--- src/rtl/mem_port_arbiter.sv ---
// ============================================================================
// Module      : mem_port_arbiter
// Description : Shares one halfword memory port between instruction fetch and
//               load/store, splitting word accesses into two beats.
// Revision    : 1.0 - initial release
// ============================================================================
`default_nettype none

module mem_port_arbiter #(
    parameter int  MEM_DEPTH    = 2**12,
    parameter int  STARVE_LIMIT = 4,
    localparam int ADDR_WIDTH   = $clog2(MEM_DEPTH*2)
) (
    input  logic                  clk,
    input  logic                  rst,
    input  logic                  i_if_req,
    input  logic [ADDR_WIDTH-1:0] i_if_addr,
    output logic                  o_if_gnt,
    output logic                  o_if_valid,
    output logic [15:0]           o_if_data,
    input  logic                  i_d_req,
    input  logic                  i_d_we,
    input  logic [1:0]            i_d_size,
    input  logic [ADDR_WIDTH-1:0] i_d_addr,
    input  logic [31:0]           i_d_wdata,
    output logic                  o_d_gnt,
    output logic                  o_d_valid,
    output logic [31:0]           o_d_rdata,
    output logic                  o_d_err,
    input  logic [0:1][7:0]       i_mem_do,
    output logic [ADDR_WIDTH-1:0] o_mem_addr,
    output logic [0:1][7:0]       o_mem_di,
    output logic                  o_mem_en,
    output logic                  o_mem_rd_en,
    output logic [0:1]            o_mem_wr_en
);

    localparam int CNT_W = $clog2(STARVE_LIMIT + 1);

    // Kind of read data returned in the valid cycle
    localparam logic [1:0] c_rk_none = 2'd0;
    localparam logic [1:0] c_rk_byte = 2'd1;
    localparam logic [1:0] c_rk_half = 2'd2;
    localparam logic [1:0] c_rk_word = 2'd3;

    typedef enum logic [1:0] {
        ST_IDLE  = 2'd0,
        ST_D_RD2 = 2'd1,
        ST_D_WR2 = 2'd2
    } state_t;

    state_t                r_state, w_state_nxt;
    logic [CNT_W-1:0]      r_starve_cnt;
    logic [ADDR_WIDTH-1:0] r_addr2, w_addr2_nxt;
    logic [15:0]           r_wdata_lo, w_wdata_lo_nxt;
    logic [15:0]           r_hi;
    logic                  r_if_valid, w_if_valid_nxt;
    logic                  r_d_valid, w_d_valid_nxt;
    logic                  r_d_err, w_d_err_nxt;
    logic [1:0]            r_rd_kind, w_rd_kind_nxt;
    logic                  r_rd_lane, w_rd_lane_nxt;

    logic                  w_if_gnt;
    logic                  w_misaligned;
    logic                  w_fetch_wins;

    assign w_misaligned = (i_d_size == 2'b11)
                        | ((i_d_size == 2'b01) & i_d_addr[0])
                        | ((i_d_size == 2'b10) & (|i_d_addr[1:0]));
    assign w_fetch_wins = i_if_req & (~i_d_req | (r_starve_cnt == CNT_W'(STARVE_LIMIT)));

    always_comb begin
        w_state_nxt    = r_state;
        w_addr2_nxt    = r_addr2;
        w_wdata_lo_nxt = r_wdata_lo;
        w_if_valid_nxt = 1'b0;
        w_d_valid_nxt  = 1'b0;
        w_d_err_nxt    = 1'b0;
        w_rd_kind_nxt  = c_rk_none;
        w_rd_lane_nxt  = 1'b0;
        w_if_gnt       = 1'b0;
        o_d_gnt        = 1'b0;
        o_mem_addr     = '0;
        o_mem_di       = '0;
        o_mem_rd_en    = 1'b0;
        o_mem_wr_en    = 2'b00;
        // Requests are ignored entirely while reset is asserted
        if (!rst) begin
            unique case (r_state)
                ST_IDLE: begin
                    if (w_fetch_wins) begin
                        w_if_gnt       = 1'b1;
                        o_mem_addr     = {i_if_addr[ADDR_WIDTH-1:1], 1'b0};
                        o_mem_rd_en    = 1'b1;
                        w_if_valid_nxt = 1'b1;
                    end else if (i_d_req) begin
                        o_d_gnt       = 1'b1;
                        w_d_valid_nxt = 1'b1;
                        if (w_misaligned) begin
                            w_d_err_nxt = 1'b1;
                        end else begin
                            o_mem_addr = {i_d_addr[ADDR_WIDTH-1:1], 1'b0};
                            unique case (i_d_size)
                                2'b00: begin
                                    o_mem_di      = {i_d_wdata[7:0], i_d_wdata[7:0]};
                                    w_rd_lane_nxt = i_d_addr[0];
                                    if (i_d_we) begin
                                        o_mem_wr_en = i_d_addr[0] ? 2'b01 : 2'b10;
                                    end else begin
                                        o_mem_rd_en   = 1'b1;
                                        w_rd_kind_nxt = c_rk_byte;
                                    end
                                end
                                2'b01: begin
                                    o_mem_di = i_d_wdata[15:0];
                                    if (i_d_we) begin
                                        o_mem_wr_en = 2'b11;
                                    end else begin
                                        o_mem_rd_en   = 1'b1;
                                        w_rd_kind_nxt = c_rk_half;
                                    end
                                end
                                default: begin
                                    // Word: high half now, low half from A+2 next cycle
                                    w_d_valid_nxt  = 1'b0;
                                    o_mem_di       = i_d_wdata[31:16];
                                    w_addr2_nxt    = i_d_addr + ADDR_WIDTH'(2);
                                    w_wdata_lo_nxt = i_d_wdata[15:0];
                                    if (i_d_we) begin
                                        o_mem_wr_en = 2'b11;
                                        w_state_nxt = ST_D_WR2;
                                    end else begin
                                        o_mem_rd_en = 1'b1;
                                        w_state_nxt = ST_D_RD2;
                                    end
                                end
                            endcase
                        end
                    end
                end
                ST_D_RD2: begin
                    o_mem_addr    = r_addr2;
                    o_mem_rd_en   = 1'b1;
                    w_d_valid_nxt = 1'b1;
                    w_rd_kind_nxt = c_rk_word;
                    w_state_nxt   = ST_IDLE;
                end
                ST_D_WR2: begin
                    o_mem_addr    = r_addr2;
                    o_mem_di      = r_wdata_lo;
                    o_mem_wr_en   = 2'b11;
                    w_d_valid_nxt = 1'b1;
                    w_state_nxt   = ST_IDLE;
                end
                default: w_state_nxt = ST_IDLE;
            endcase
        end
    end

    always_ff @(posedge clk) begin
        if (rst) begin
            r_state      <= ST_IDLE;
            r_starve_cnt <= '0;
            r_addr2      <= '0;
            r_wdata_lo   <= '0;
            r_hi         <= '0;
            r_if_valid   <= 1'b0;
            r_d_valid    <= 1'b0;
            r_d_err      <= 1'b0;
            r_rd_kind    <= c_rk_none;
            r_rd_lane    <= 1'b0;
        end else begin
            r_state    <= w_state_nxt;
            r_addr2    <= w_addr2_nxt;
            r_wdata_lo <= w_wdata_lo_nxt;
            r_if_valid <= w_if_valid_nxt;
            r_d_valid  <= w_d_valid_nxt;
            r_d_err    <= w_d_err_nxt;
            r_rd_kind  <= w_rd_kind_nxt;
            r_rd_lane  <= w_rd_lane_nxt;
            if (r_state == ST_D_RD2) begin
                r_hi <= i_mem_do;
            end
            if (i_if_req && !w_if_gnt) begin
                if (r_starve_cnt != CNT_W'(STARVE_LIMIT)) begin
                    r_starve_cnt <= r_starve_cnt + CNT_W'(1);
                end
            end else begin
                r_starve_cnt <= '0;
            end
        end
    end

    assign o_if_gnt    = w_if_gnt;
    assign o_mem_en    = o_mem_rd_en | (|o_mem_wr_en);
    assign o_if_valid  = r_if_valid & ~rst;
    assign o_if_data   = o_if_valid ? i_mem_do : 16'h0000;
    assign o_d_valid   = r_d_valid & ~rst;
    assign o_d_err     = o_d_valid & r_d_err;

    always_comb begin
        o_d_rdata = 32'h0000_0000;
        if (o_d_valid) begin
            unique case (r_rd_kind)
                c_rk_byte: o_d_rdata = {24'h000000, i_mem_do[r_rd_lane]};
                c_rk_half: o_d_rdata = {16'h0000, i_mem_do};
                c_rk_word: o_d_rdata = {r_hi, i_mem_do};
                default:   o_d_rdata = 32'h0000_0000;
            endcase
        end
    end

endmodule

`default_nettype wire

--- config.mk ---
export PLATFORM = sky130hd
export DESIGN_NAME = mem_port_arbiter
export DESIGN_NICKNAME = d
export VERILOG_FILES = /design/src/rtl/mem_port_arbiter.sv
export SDC_FILE = /design/constraint.sdc
export NUM_CORES = 1
export LEC_CHECK = 0
export CORE_AREA = 10 10 103 105
export DETAILED_ROUTE_END_ITERATION = 16
export DIE_AREA = 0 0 113 115
export GPL_ROUTABILITY_DRIVEN = 0
export PLACE_DENSITY = 0.8
export SYNTH_ARGS = -nofsm -noshare
export SYNTH_HDL_FRONTEND = slang
export SYNTH_SLANG_ARGS = --single-unit
--- constraint.sdc ---
create_clock -name clk -period 2.5 [get_ports clk]
set_input_delay 0.375 -clock clk [delete_from_list [all_inputs] [get_ports clk]]
set_output_delay 0.375 -clock clk [all_outputs]
set_load 0.02 [all_outputs]
# Word-level counts from Yosys, hierarchy flattened
# Index checks and enable logic that the tools add are counted.
op_classes:
  n_addsub: 2
  n_reduce_logical: 14
  muxes: 53
  bitwise: 19
  eq_ne: 10
  magnitude_cmp: 1
op_table:
  columns: ["op", "count"]
  rows:
  - ["$pmux W32 S3", 1]
  - ["$mux W16", 5]
  - ["$pmux W16 S2", 2]
  - ["$mux W13", 4]
  - ["$mux W32", 1]
  - ["$mux W2", 13]
  - ["$pmux W13 S2", 1]
  - ["$mux W8", 3]
  - ["$mux W1", 18]
  - ["$add A13 B2 Y13 const B", 1]
  - ["$pmux W2 S2", 3]
  - ["$reduce_or A2 Y1", 6]
  - ["$eq A2 B2 Y1 const B", 5]
  - ["$not A1 Y1", 8]
  - ["$and A1 B1 Y1", 6]
  - ["$eq A2 B1 Y1 const B", 3]
  - ["$reduce_or A6 Y1", 1]
  - ["$reduce_and A5 Y1", 1]
  - ["$logic_not A2 Y1", 2]
  - ["$or A1 B1 Y1", 4]
  - ["$pmux W1 S2", 2]
  - ["$reduce_and A4 Y1", 1]
  - ["$reduce_or A4 Y1", 1]
  - ["$add A3 B1 Y3 const B", 1]
  - ["6 further kinds", 6]
word_totals:
  out_inout_bits: 86
  reg_bits: 56
  in_bits: 81
  word_cells: 109

# Logic depth before layout (Yosys ltp)
depth:
  ltp_word: 11
  mapped_depth: 8
  ltp_nobuf: 6

# Worst setup path after synthesis
# No wires, ideal clock.
synth_path:
  kind: "register -> output"
  start: "reg r_state[1]"
  end: "out o_mem_en"
  required_time_ns: 2.125
  arrival_ns: 1.881
  path_slack_ns: 0.244
  path_stages_with_launch: 7
  path_buffers: 1
  path_cell_list: "dfxtp_1 > inv_1 > ha_1 > clkbuf_1 > a21oi_1 > a211oi_1 > or3_1"
synth_via:
  word_cells_on_any_way: 9
  cone_classes: "eq/ne: 2; mux: 4; bitwise: 1; reduce/logical: 2"
synth_rtl:
  columns: ["item", "line_no", "rtl"]
  rows:
  - ["from (decl)", "52", "state_t r_state, w_state_nxt;"]
  - ["from (signal assigned)", "173", "r_state <= w_state_nxt;"]
  - ["$eq A2 B1 Y1 or $logic_not A2 Y1 (tied branches)", "89", "unique case (r_state)"]
  - ["$pmux W1 S2 (*)", "89", null]
  - ["$mux W1 (*)", "88", "if (!rst) begin"]
  - ["via o_mem_rd_en", "34", "output logic o_mem_rd_en,"]
  - ["$or A1 B1 Y1 (*)", "195", "assign o_mem_en = o_mem_rd_en | (|o_mem_wr_en);"]
  - ["to (decl)", "33", "output logic o_mem_en,"]
# Mark *: on every way through the listed nets, which the timed path passes. The rest lies on a longest branch.

==> summary.md <==
| Metric | Value |
|---|---|
| H-tree levels | `2` |
| Cts bufs inserted | `5` |
| Antenna violations before repair | `0` |
| Pre-CTS setup slack | `-284 ps` |
| Vias | `3946` |
| Post-layout min period | `2400 ps` |
| Run status | `finished clean` |
| N_diodes | `0` |
| Core outline area | `8550 um^2` |
| Crit-path max FO | `8` |
| First-pass GRT wire length | `20700 um` |
| CTS tree | `yes` |
| Area Overhead vs Synth | `59.1%` |
| Synth area leaders | `dfxtp_1, nand2_1, and2_1` |
| Total Routing Usage GR | `19.0%` |
| Clock transition at path regs | `100 ps` |
| Slew @ Worst Pin | `372 ps` |
| Drt first pass iters | `5` |
| Fin crit share | `96.1%` |
| Detail Route Antenna Nets | `0` |
| Ys async rst share | `0%` |
| Final worst-path setup slack | `98.1 ps` |
| Largest net degree at the start of global routing | `38` |
| Grt total ovfl | `0` |
| Drt drc | `0` |
| Fmax | `416 MHz` |
| Worst path required time | `2120 ps` |
| Area leader, netlist | `dfxtp_1` |
| Yosys top cell area share | `32.5%` |
| FF+latch count, synth | `56` |
| Max incr delay on CP | `460 ps` |
| Mapped Cells | `442` |
| Slowest-stage cell, CP | `clkdlybuf4s50_1` |
| Worst VDD drop | `235 uV` |
| CP Launch Type | `input pin` |
| DP HPWL | `10300 um` |
| Max-slew violations | `0` |
| Fraction of layout cells with a size suffix above 1 | `16.5%` |
| Routed len/inst | `17.6 um` |
| Clock Skew | `6.03 ps` |
| Synth cell types | `44` |
| Synth Flop Type | `dfxtp_1` |
| Height of the die | `115 um` |
| Std-Cell Rows | `34` |
| Hold-fix buffers, CTS | `0` |
| Seq/Total Area, Yosys | `32.5%` |
| Worst hold path type | `reg2reg` |
| Die W | `113 um` |
| Hold Vio Cnt, Final | `0` |
| Port bufs | `165` |
| Nets@finish | `717` |
| Clock Sink Count | `56` |
| Number of global-route vias before repair | `3961` |
| Post-Route Utilization | `64.2%` |
| Power per cell area | `357 nW/um^2` |
| Syn avg cell area | `7.80 um^2` |
| Vias per cell | `5.35` |
| Leakage power | `2.25 nW` |
| DRT iter0 DRCs | `241` |
| Crit path kind | `in2out` |
| Ports | `167` |
| Setup violators final | `0` |
| Ys Warns | `0` |
| Cells along the critical path | `clkdlybuf4s50_1 > o21ai_1 > and2_1 > buf_4 > buf_12 > a32oi_1 > nor2_1 > clkdlybuf4s15_1` |
| Dpl cells | `728` |
| Non-Filler Instances | `738` |
| Root buffer cell | `clkbuf_8` |
| Slew headroom | `75.0%` |
| Routed WL | `13000 um` |
| Initial Util | `40.3%` |
| Crit. End Element | `output pin` |
| Clk buf depth | `2` |
| Synthesized area | `3450 um^2` |
| Number of synthesized flops with an enable pin | `0` |
| Max-Cap Viols | `0` |
| Synthesized Nets | `530` |
| Clk_lat worst skew | `310 ps` |
| Worst path arrival time | `2030 ps` |
| Die area | `13000 um^2` |
[placed cells by master (no fill, tap or decap), types with 7 or more instances in the layout]
master and count:
nand2_1 64, clkbuf_2 9, mux2_2 8, a32oi_1 9
xnor2_1 8, o21ai_0 10, buf_4 42, a211oi_1 8
dfxtp_1 55, a221o_1 18, mux2i_1 20, inv_1 7
and2_1 36, a21oi_1 20, and3_1 29, a22oi_1 8
clkdlybuf4s50_1 128, buf_2 19, nor2_1 55
[worst max-delay path, delay by kind of cell]
family | cells | cell delay (ps)
AO/OA/AOI/OAI | 2 | 260
buffers and inverters | 4 | 1090
AND/OR/NAND/NOR | 2 | 290
[what timing repair did]
| action | in CTS | in global routing |
|---|---|---|
| gates resized for setup | 91 | 33 |
| pin swaps | 1 | 1 |
| gates cloned | 0 | 0 |
| setup buffers | 0 | 2 |
| endpoints found under the hold margin | 0 | 0 |
| setup endpoints to repair | 34 | 34 |
[final cells by class]
class	instances	area, um^2
inverters	7	26.3
clock buffers	6	82.6
clock inverters	2	10.0
flip-flops and latches	56	1120
well taps	108	135
fillers	743	3060
repair buffers	212	1920
multi-input cells	347	2190
[sequential cells by signal (all words and copies together) (netlist names), 2 cells and up]
name,cells
r_rd_kind,2
r_wdata_lo,16
r_hi,16
r_starve_cnt,3
r_addr2,13
r_state,2
[routing by layer]
metal / GRT usage, % / share of wire (%)
met2: 32.0 / 47
met1: 22.4 / 41
met3: 5.99 / 9.1
met5: 0 / 0
met4: 6.51 / 2.5
[worst paths after layout]
kind	from	endpoint	slack, ps	depth (start not counted)
max reg2reg	r_starve_cnt[1]	r_state[0]	890	7
min reg2reg	r_addr2[2]	r_addr2[2]	460	2
min	r_addr2[2]	r_addr2[2]	460	2
max	i_d_size[1]	o_mem_di[9]	100	8
[through the flow]
step	hold slack, ps	cell area [um^2]	total power, mW	TNS (ps)
global placement	440	5480	1.46	-6720
global route	481	5490	2.05	-20.3
detailed placement	442	5480	1.47	-7360
finish	456	5490	1.96	0
CTS	456	5470	1.96	0
floorplan	432	3450	1.16	0
[synthesized netlist by cell type (all sizes together) (2+ instances only)]
cell type	instances
nand2	64
dfxtp	56
nor2	55
and2	37
and3	30
a21oi	21
clkbuf	21
mux2i	20
a221o	18
o21ai	12
buf	11
a32oi	10
a211oi	9
a22oi	8
mux2	8
xnor2	8
ha	7
inv	7
nand2b	6
nand3	6
nor3	5
nor2b	3
nand4	2
nand4b	2
nor3b	2
nor4	2
[report_power, final]
group / internal [mW] / total (mW) / switching, mW
Sequential: 0.909 / 0.917 / 0.00814
Clock: 0.222 / 0.518 / 0.296
Combinational: 0.272 / 0.524 / 0.251
Total: 1.40 / 1.96 / 0.556
[logic make-up (layout without fill, tap and decap cells)]
logic type / count (synthesis) / after routing / share of synthesized area, %
AND/OR/NAND/NOR: 218 / 218 / 31.5
AO/OA/AOI/OAI: 85 / 85 / 17.9
adder cells (fa/ha/maj): 7 / 7 / 2.54
flip-flops: 56 / 56 / 32.5
XOR/XNOR: 9 / 9 / 2.29
multiplexers: 28 / 28 / 8.42
buffers and inverters: 39 / 227 / 4.86
Note: power is estimated with default switching activity, not from simulation.
